`config.mk`:
```
export PLATFORM = sky130hd
export DESIGN_NAME = uart_rx
export DESIGN_NICKNAME = d
export VERILOG_FILES = /design/src/rtl/uart_rx_pkg.sv /design/src/rtl/uart_sync2.sv /design/src/rtl/uart_rx.sv
export SDC_FILE = /design/constraint.sdc
export NUM_CORES = 1
export LEC_CHECK = 0
export CORE_UTILIZATION = 32
export DETAILED_ROUTE_END_ITERATION = 10
export PLACE_DENSITY = 0.57
export SYNTH_ARGS = -nofsm -noshare
export SYNTH_HDL_FRONTEND = slang
export SYNTH_HIERARCHICAL = 1
export SYNTH_SLANG_ARGS = --single-unit
```
`constraint.sdc`:
```
create_clock -name clk1 -period 2.1 [get_ports clk1]
set_clock_uncertainty 0.2 [all_clocks]
set_input_delay 0.315 -clock clk1 [delete_from_list [all_inputs] [get_ports clk1]]
set_output_delay 0.315 -clock clk1 [all_outputs]
set_load 0.05 [all_outputs]
```
`src/rtl/uart_rx_pkg.sv`:
```
// uart_rx_pkg: shared UART receiver definitions (frame width, default bit period, FSM encoding).
// The PARITY state exists only when UART_RX_PARITY_EN is defined.
package uart_rx_pkg;
    localparam int UART_DATA_BITS    = 8;
    localparam int UART_CLKS_PER_BIT = 16;
    typedef enum logic [2:0] {
        IDLE,
        START,
        DATA,
`ifdef UART_RX_PARITY_EN
        PARITY,
`endif
        STOP,
        WAIT_HIGH
    } state_e;
endpackage

```
`src/rtl/uart_sync2.sv`:
```
// uart_sync2: two-flop synchroniser that resets to the idle-high line level.
module uart_sync2 (
    input  logic clk,
    input  logic rst,
    input  logic d,
    output logic q
);
    logic [1:0] sync_q;
    always_ff @(posedge clk) begin
        if (rst) sync_q <= 2'b11;
        else     sync_q <= {sync_q[0], d};
    end
    assign q = sync_q[1];
endmodule

```
`src/rtl/uart_rx.sv`:
```
// uart_rx: 8N1 LSB-first UART receiver with one-cycle valid / framing_err strobes.
// Define UART_RX_PARITY_EN to add an even-parity bit and a parity_err strobe.
module uart_rx
    import uart_rx_pkg::*;
#(
    parameter int CLKS_PER_BIT = UART_CLKS_PER_BIT
) (
    input  logic                      clk1,
    input  logic                      rst,
    input  logic                      rx_in,
    output logic [UART_DATA_BITS-1:0] data,
    output logic                      valid,
    output logic                      framing_err,
`ifdef UART_RX_PARITY_EN
    output logic                      parity_err,
`endif
    output logic                      busy
);
    localparam int HALF_BIT = (CLKS_PER_BIT - 1) / 2;
    localparam int CW       = $clog2(CLKS_PER_BIT);

    logic                      rx_s;
    state_e                    state_q, state_d;
    logic [CW-1:0]             cnt_q, cnt_d;
    logic [2:0]                bit_idx_q, bit_idx_d;
    logic [UART_DATA_BITS-1:0] shift_q, shift_d, data_q, data_d;
    logic                      valid_q, valid_d, ferr_q, ferr_d;
    logic                      cnt_end, cnt_half;
`ifdef UART_RX_PARITY_EN
    logic                      par_bad_q, par_bad_d, perr_q, perr_d;
`endif

    uart_sync2 u_sync (.clk(clk1), .rst(rst), .d(rx_in), .q(rx_s));

    assign cnt_end  = cnt_q == CW'(CLKS_PER_BIT - 1);
    assign cnt_half = cnt_q == CW'(HALF_BIT);

    always_comb begin
        state_d   = state_q;
        cnt_d     = cnt_q + CW'(1);
        bit_idx_d = bit_idx_q;
        shift_d   = shift_q;
        data_d    = data_q;
        valid_d   = 1'b0;
        ferr_d    = 1'b0;
`ifdef UART_RX_PARITY_EN
        par_bad_d = par_bad_q;
        perr_d    = 1'b0;
`endif
        case (state_q)
            IDLE: begin
                cnt_d   = '0;
                state_d = rx_s ? IDLE : START;
            end
            START: if (cnt_half) begin
                cnt_d     = '0;
                bit_idx_d = '0;
                state_d   = rx_s ? IDLE : DATA;
            end
            DATA: if (cnt_end) begin
                cnt_d     = '0;
                shift_d   = {rx_s, shift_q[UART_DATA_BITS-1:1]};
                bit_idx_d = bit_idx_q + 3'd1;
`ifdef UART_RX_PARITY_EN
                if (bit_idx_q == 3'(UART_DATA_BITS - 1)) state_d = PARITY;
`else
                if (bit_idx_q == 3'(UART_DATA_BITS - 1)) state_d = STOP;
`endif
            end
`ifdef UART_RX_PARITY_EN
            PARITY: if (cnt_end) begin
                cnt_d     = '0;
                par_bad_d = rx_s ^ (^shift_q);
                state_d   = STOP;
            end
`endif
            STOP: if (cnt_end) begin
                cnt_d = '0;
                // A low stop bit reports only a framing error, even if parity also failed.
                if (rx_s) begin
`ifdef UART_RX_PARITY_EN
                    perr_d  = par_bad_q;
                    valid_d = !par_bad_q;
                    data_d  = par_bad_q ? data_q : shift_q;
`else
                    valid_d = 1'b1;
                    data_d  = shift_q;
`endif
                    state_d = IDLE;
                end else begin
                    ferr_d  = 1'b1;
                    state_d = WAIT_HIGH;
                end
            end
            WAIT_HIGH: begin
                cnt_d   = '0;
                state_d = rx_s ? IDLE : WAIT_HIGH;
            end
            default: begin
                cnt_d   = '0;
                state_d = IDLE;
            end
        endcase
    end

    always_ff @(posedge clk1) begin
        if (rst) begin
            state_q   <= IDLE;
            cnt_q     <= '0;
            bit_idx_q <= '0;
            shift_q   <= '0;
            data_q    <= '0;
            valid_q   <= 1'b0;
            ferr_q    <= 1'b0;
`ifdef UART_RX_PARITY_EN
            par_bad_q <= 1'b0;
            perr_q    <= 1'b0;
`endif
        end else begin
            state_q   <= state_d;
            cnt_q     <= cnt_d;
            bit_idx_q <= bit_idx_d;
            shift_q   <= shift_d;
            data_q    <= data_d;
            valid_q   <= valid_d;
            ferr_q    <= ferr_d;
`ifdef UART_RX_PARITY_EN
            par_bad_q <= par_bad_d;
            perr_q    <= perr_d;
`endif
        end
    end

    assign data        = data_q;
    assign valid       = valid_q;
    assign framing_err = ferr_q;
    assign busy        = state_q != IDLE;
`ifdef UART_RX_PARITY_EN
    assign parity_err  = perr_q;
`endif
endmodule

```
==> results of run 1 <==
## power groups by stage
stage	clock network [mW]	registers, mW	logic [mW]
6_report	0.349	0.576	0.0316
5_1_grt	0.407	0.577	0.0343
4_1_cts	0.366	0.576	0.0318
3_5_place_dp	0	0.589	0.0318
3_3_place_gp	0	0.590	0.0315
2_1_floorplan	0	0.588	0.0206
## per-stage QoR
step | instance area (um^2) | hold WS [ns]
CTS | 1400 | 0.208
global route | 1400 | 0.232
finish | 1400 | 0.206
floorplan | 1170 | 0.183
global placement | 1340 | 0.191
detailed placement | 1340 | 0.187
## worst register-to-register path, delay by kind of cell, from the launching register on
kind	cells	cell delay, ns
flip-flops	1	0.36
AND/OR/NAND/NOR	3	0.78
AO/OA/AOI/OAI	1	0.14
adder cells (fa/ha/maj)	1	0.24
## synthesized netlist by cell type, drive strengths merged
cell,n
o21a,1
and4,1
mux2i,9
a211o,2
or2,2
nor2b,1
or3b,1
o21ai,1
nand4,1
dfxtp,30
nor3,3
ha,3
and2,2
a22oi,2
nand3b,1
o221a,1
xor2,1
a21oi,10
buf,3
xnor2,2
nor3b,1
nand3,5
o32ai,1
inv,3
nand2,19
nor2,20
clkbuf,2
## sequential cells by signal, summed over array words and instances (netlist names)
name and count:
shift_q 8, framing_err 1, data 8, cnt_q 4
u_sync/sync_q 2, valid 1, bit_idx_q 3, state_q 3
## layout make-up
cell class | instances | area, um^2
multi-input cells | 90 | 528
inverters | 3 | 11.3
clock buffers | 7 | 55.1
fillers | 363 | 2020
clock inverters | 1 | 5.00
repair buffers | 15 | 143
flip-flops and latches | 30 | 601
well taps | 46 | 57.6
## cell families (layout without fill, tap and decap cells)
logic type / after synthesis / in the layout
compound gates: 18 / 18
xor+xnor: 3 / 3
fa+ha+maj: 3 / 3
buf+inv: 8 / 26
flops: 30 / 30
mux: 9 / 9
simple gates: 57 / 57
## per-layer routing
layer	global-route usage, %	wire [um]
met3	5.66	113
met4	6.10	45
met5	0	0
met1	14.2	1070
met2	18.6	882
## layout by cell type (no fill, tap or decap), types with 2 or more instances in the layout
| cell type | count |
|---|---|
| a22oi_1 | 2 |
| clkbuf_4 | 5 |
| nor2_1 | 20 |
| and2_1 | 2 |
| nand2_1 | 19 |
| inv_1 | 3 |
| clkdlybuf4s50_1 | 12 |
| xnor2_1 | 2 |
| buf_4 | 3 |
| a21oi_1 | 10 |
| mux2i_1 | 9 |
| dfxtp_1 | 30 |
| ha_1 | 3 |
| nor3_1 | 3 |
| or2_1 | 2 |
| nand3_1 | 5 |
## worst paths after layout
path                            slack (ns)        startpoint               end  cells after the start
worst max-delay path                  0.12           data[6]           data[6]                      1
worst min-delay path                  0.21  u_sync/sync_q[0]  u_sync/sync_q[1]                      1
worst max register to register        0.32          cnt_q[0]        shift_q[3]                      5
worst min register to register        0.21  u_sync/sync_q[0]  u_sync/sync_q[1]                      1
==> impl_metrics.toml, run 1 <==
[run_status]
status = "finished clean"

[timing]
period_needed_ns = 1.98
rsz0062_at_grt = "false"
max_freq_ghz = 0.504
hold_viol = 0
worst_slack_ns = 0.116
finalCritPeriodShare_pct = 94.5
finalMaxSlewViolations = 0
slew_headroom_pct = 66.4
setup_violations = 0
tightestPinTransition_ns = 0.502
setup-tns-final_ns = 0

[clocking]
htree_levels = 2
clk_transition_reported_paths_ns = 0.08
cts_root_buf = "clkbuf_4"
cts-resized-gates = 0
clockBufferDepth = 2
cts_buffers = 5
cts.sinks = 30
tritoncts = "yes"
cts_setup_buffers = 0
hold_buffers = 0
clk_latency_ns = 0.32

[synth]
synth_top_area_share_pct = 51.4
synth_cells = 128
yosys.area_share.simple_pct = 22.1
ys_warn_count = 6
yosys.area.top_type = "dfxtp_1"
syn_area_um2 = 1170
ys_seq_elements = 30
synthAdderAreaFrac_pct = 3.21
synth_compound_area_share_pct = 9.96
syn_area_per_cell_um2 = 9.13
synth_cell_types = 29
yosysSeqAreaShare_pct = 51.4
synth_mux_area_share_pct = 7.71
synthTopCellsByArea = "dfxtp_1 (51%), mux2i_1 (7.7%), nor2_1 (6.4%), nand2_1 (6.1%), a21oi_1 (4.3%)"
synth_top_family_by_area = "simple AND/OR/NAND/NOR gates"
synth-xor-area-share_pct = 2.25
syn_nets = 134

[routing]
drt_iter0_drc = 14
first_pass_iters = 4
drc = 0
vias = 899
viasPerCell = 4.68
ant_nets = 0
wl_um = 2120
wl_per_cell_um = 11.0

[critical_path]
crit_path_start_kind = "flip-flop"
cp-end-kind = "output port"
path_buf_inv = 1
critPathTopFamily = "buffers and inverters"
slowest_delay_ns = 0.81
path_class = "flip-flop to output port"
worst_path_max_delay_cell = "clkdlybuf4s50_1"
worstPathArrival_ns = 1.47
crit_path_max_fanout = 2
path_cells = "clkdlybuf4s50_1"
cp.required_ns = 1.58

[global_routing]
overflow = 0
antenna_found_initial = 0
grt_pass1_wl_um = 3620
grt_use_total_pct = 12.2
grt_max_degree = 26
grt_pass1_vias = 806

[power]
internal-power_mw = 0.746
power_frac_clock_pct = 36.5
p_leak_nw = 0.560
power.total_mw = 0.957
powerDensity_nw_per_um2 = 683
p_sw_share_pct = 22.0
seq_power_share_pct = 60.2
netSwitchingPower_mw = 0.210
peakVddDrop_mv = 0.366
comb_power_share_pct = 3.3

[floorplan]
die_area_um2 = 3900
rows = 21
die_w_um = 62.4
start_util_pct = 34.2
num_io_pins = 14
core_um2 = 3420
die_h_um = 62.4

[min_path]
hold_class = "flip-flop to flip-flop"

[placed_design]
place_congestion = 0.804
dp_slack_ns = 0.359
port_buffers = 13
placed_cells = 184
dp.final_hpwl_um = 1370

[finish]
syn2layout_area_growth_pct = 19.8
nNetsFinal = 151
layout-drive-gt1-share_pct = 8.90
diodes = 0
fin_util_pct = 41.0
fin_cells = 192

[flow_run]
cap_viol_max_count = 0
(Power assumes the default switching activity.)
==> run 2, diff against run 1 <==
--- a/config.mk
+++ b/config.mk
@@ -9,6 +9,6 @@
 export DETAILED_ROUTE_END_ITERATION = 10
-export PLACE_DENSITY = 0.57
+export PLACE_DENSITY = 0.56
+export SKIP_CTS_REPAIR_TIMING = 1
 export SYNTH_ARGS = -nofsm -noshare
 export SYNTH_HDL_FRONTEND = slang
-export SYNTH_HIERARCHICAL = 1
 export SYNTH_SLANG_ARGS = --single-unit
--- a/constraint.sdc
+++ b/constraint.sdc
@@ -4,2 +4,2 @@
 set_output_delay 0.315 -clock clk1 [all_outputs]
-set_load 0.05 [all_outputs]
+set_load 0.005 [all_outputs]
==> run 2 against run 1 <==
Effect of this change:
- area after synthesis rose by 17%
- die area rose by 17%
- sequential share of layout area fell by 4.7 points
- worst setup slack got worse by 0.029 ns
- global-route usage rose by 1.9 points
- sequential cell count did not move
- register-to-register slack got worse by 0.02 ns
- wire length rose by 34%
- highest routed layer unchanged
==> impl_metrics.toml, run 2 <==
[run_status]
status = "finished clean"

[clocking]
cts_root_buf = "clkbuf_8"
clockBufferDepth = 2
cts_buffers = 5
htree_levels = 2
clk_latency_ns = 0.27
cts.sinks = 30
clk_transition_reported_paths_ns = 0.06
tritoncts = "yes"

[finish]
nNetsFinal = 161
final_common_cell = "dfxtp_1"
regArea_um2 = 603
fin_cells = 204
syn2layout_area_growth_pct = 15.3
multiInputGateArea_um2 = 671
layout-drive-gt1-share_pct = 14.3
diodes = 0
fillers = 396
final_cell_mix = "dfxtp_1 (28), nand3_1 (18), a21oi_1 (17)"

[floorplan]
start_util_pct = 33.8
die_w_um = 67.4
num_io_pins = 14
die_area_um2 = 4550
rows = 23
core_um2 = 4060
die_h_um = 67.4

[critical_path]
ff2ff_path_depth = 4
cp-end-kind = "output port"
cp.required_ns = 1.58
slowest_delay_ns = 0.45
worstPathArrival_ns = 1.50
worst_path_max_delay_cell = "clkdlybuf4s50_1"
path_cells = "or3_1 > clkdlybuf4s50_1"
path_class = "flip-flop to output port"
crit_path_max_fanout = 9
crit_path_start_kind = "flip-flop"

[timing]
tightestPinTransition_ns = 0.463
slew_headroom_pct = 69.1
hold_viol = 0
setup-tns-final_ns = 0
finalMaxSlewViolations = 0
period_needed_ns = 2.01
rsz0062_at_grt = "false"
max_freq_ghz = 0.497
setup_violations = 0
worst_slack_ns = 0.0866
finalCritPeriodShare_pct = 95.9

[synth]
syn_area_um2 = 1370
synth_enable_flop_cells = 0
synthAdderAreaFrac_pct = 2.74
synth_top_family_by_area = "compound AO/OA/AOI/OAI gates"
synth_mux_area_share_pct = 0
yosysMostFrequentCell = "dfxtp_1"
async_flop_share_pct = 0
synth_compound_area_share_pct = 22.2
synth_cell_types = 42
yosys.area.top_type = "dfxtp_1"
synth-xor-area-share_pct = 1.92
synthTopCellsByArea = "dfxtp_1 (44%), nand3_1 (6.6%), a21oi_1 (6.2%), o31ai_1 (4.4%), o21ai_0 (2.9%)"
synth_top_area_share_pct = 43.8
synth_ff_type = "dfxtp_1"
ys_warn_count = 0
syn_area_per_cell_um2 = 9.32
yosys.area_share.simple_pct = 22.1
syn_nets = 153
synth_cells = 147
yosysSeqAreaShare_pct = 43.8
ys_seq_elements = 30
synth_common_cells = "dfxtp_1 (30), nand3_1 (18), a21oi_1 (17)"

[routing]
wl_met1_um = 1370
drt_iter0_drc = 91
first_pass_iters = 6
vias = 1131
viasPerCell = 5.54
highest_layer = "met4"
met2_length_um = 1350
drc = 0
wl_um = 2850
wl_met3_um = 99
wl_per_cell_um = 14.0
ant_nets = 0

[min_path]
hold_path_depth = 1
hold_class = "flip-flop to flip-flop"

[placed_design]
place_congestion = 0.817
dp_slack_ns = 0.301
port_buffers = 13
placed_cells = 198
dp.final_hpwl_um = 1960

[global_routing]
grt_use_total_pct = 14.1
overflow = 0
grt_max_degree = 21
grt_pass1_vias = 1030
antenna_found_initial = 0
grt_pass1_wl_um = 4830

[power]
p_leak_nw = 0.535
netSwitchingPower_mw = 0.381
comb_power_share_pct = 20.1
powerDensity_nw_per_um2 = 848
peakVddDrop_mv = 0.262
internal-power_mw = 0.957
power.total_mw = 1.34
p_sw_share_pct = 28.5
seq_power_share_pct = 46.8
power_frac_clock_pct = 33.1

[flow_run]
cap_viol_max_count = 0
## run 2: cell count changes in the layout (fill, tap and decap cells not counted), moves of 7 or more
cell	delta
nand2_1	-17
nor2_1	-17
nand3_1	+13
mux2i_1	-9
o21ai_0	+8
o31ai_1	+8
a21oi_1	+7
## run 2: layer usage
metal / vias up / track usage (%)
li1: 558 / -
met2: 19 / 22.5
met4: 0 / 4.79
met3: 5 / 4.05
met5: - / 0
met1: 549 / 18.1
## run 2: final cells by class
type | count | area share (%)
tap | 50 | 3.96
timing repair buffer | 15 | 9.19
clock buffer | 6 | 5.23
inverter | 4 | 0.951
multi-input combinational | 99 | 42.5
sequential | 30 | 38.2
## run 2: worst max-delay path, delay by kind of cell (launching register included)
kind / cells / cell delay [ns]
simple gates: 1 / 0.40
flops: 1 / 0.37
buf+inv: 1 / 0.45
## run 2: power by group through the flow
stage          logic (mW)  registers (mW)  clock network (mW)
2_1_floorplan       0.232           0.612                   0
3_3_place_gp        0.268           0.633                   0
3_5_place_dp        0.270           0.636                   0
4_1_cts             0.271           0.623               0.456
5_1_grt             0.294           0.630               0.474
6_report            0.270           0.626               0.443
## run 2: final timing paths
kind	from	slack [ns]	to
max	state_q[2]	0.09	busy
min reg2reg	u_sync.sync_q[0]	0.21	u_sync.sync_q[1]
min	u_sync.sync_q[0]	0.21	u_sync.sync_q[1]
max reg2reg	cnt_q[0]	0.30	data[4]
## run 2: through the flow
stage | hold WS [ns] | area [um^2] | util, %
CTS | 0.215 | 1580 | 38.9
detailed placement | 0.198 | 1490 | 36.8
floorplan | 0.189 | 1370 | -
global route | 0.232 | 1580 | 38.9
global placement | 0.196 | 1490 | 36.8
finish | 0.210 | 1580 | 38.9
## run 2: kinds of logic (layout without fill, tap and decap cells)
logic type | Yosys count | after routing
AND/OR/NAND/NOR | 48 | 48
AO/OA/AOI/OAI | 45 | 45
buffers and inverters | 18 | 25
XOR/XNOR | 3 | 3
flip-flops | 30 | 30
adder cells (fa/ha/maj) | 3 | 3
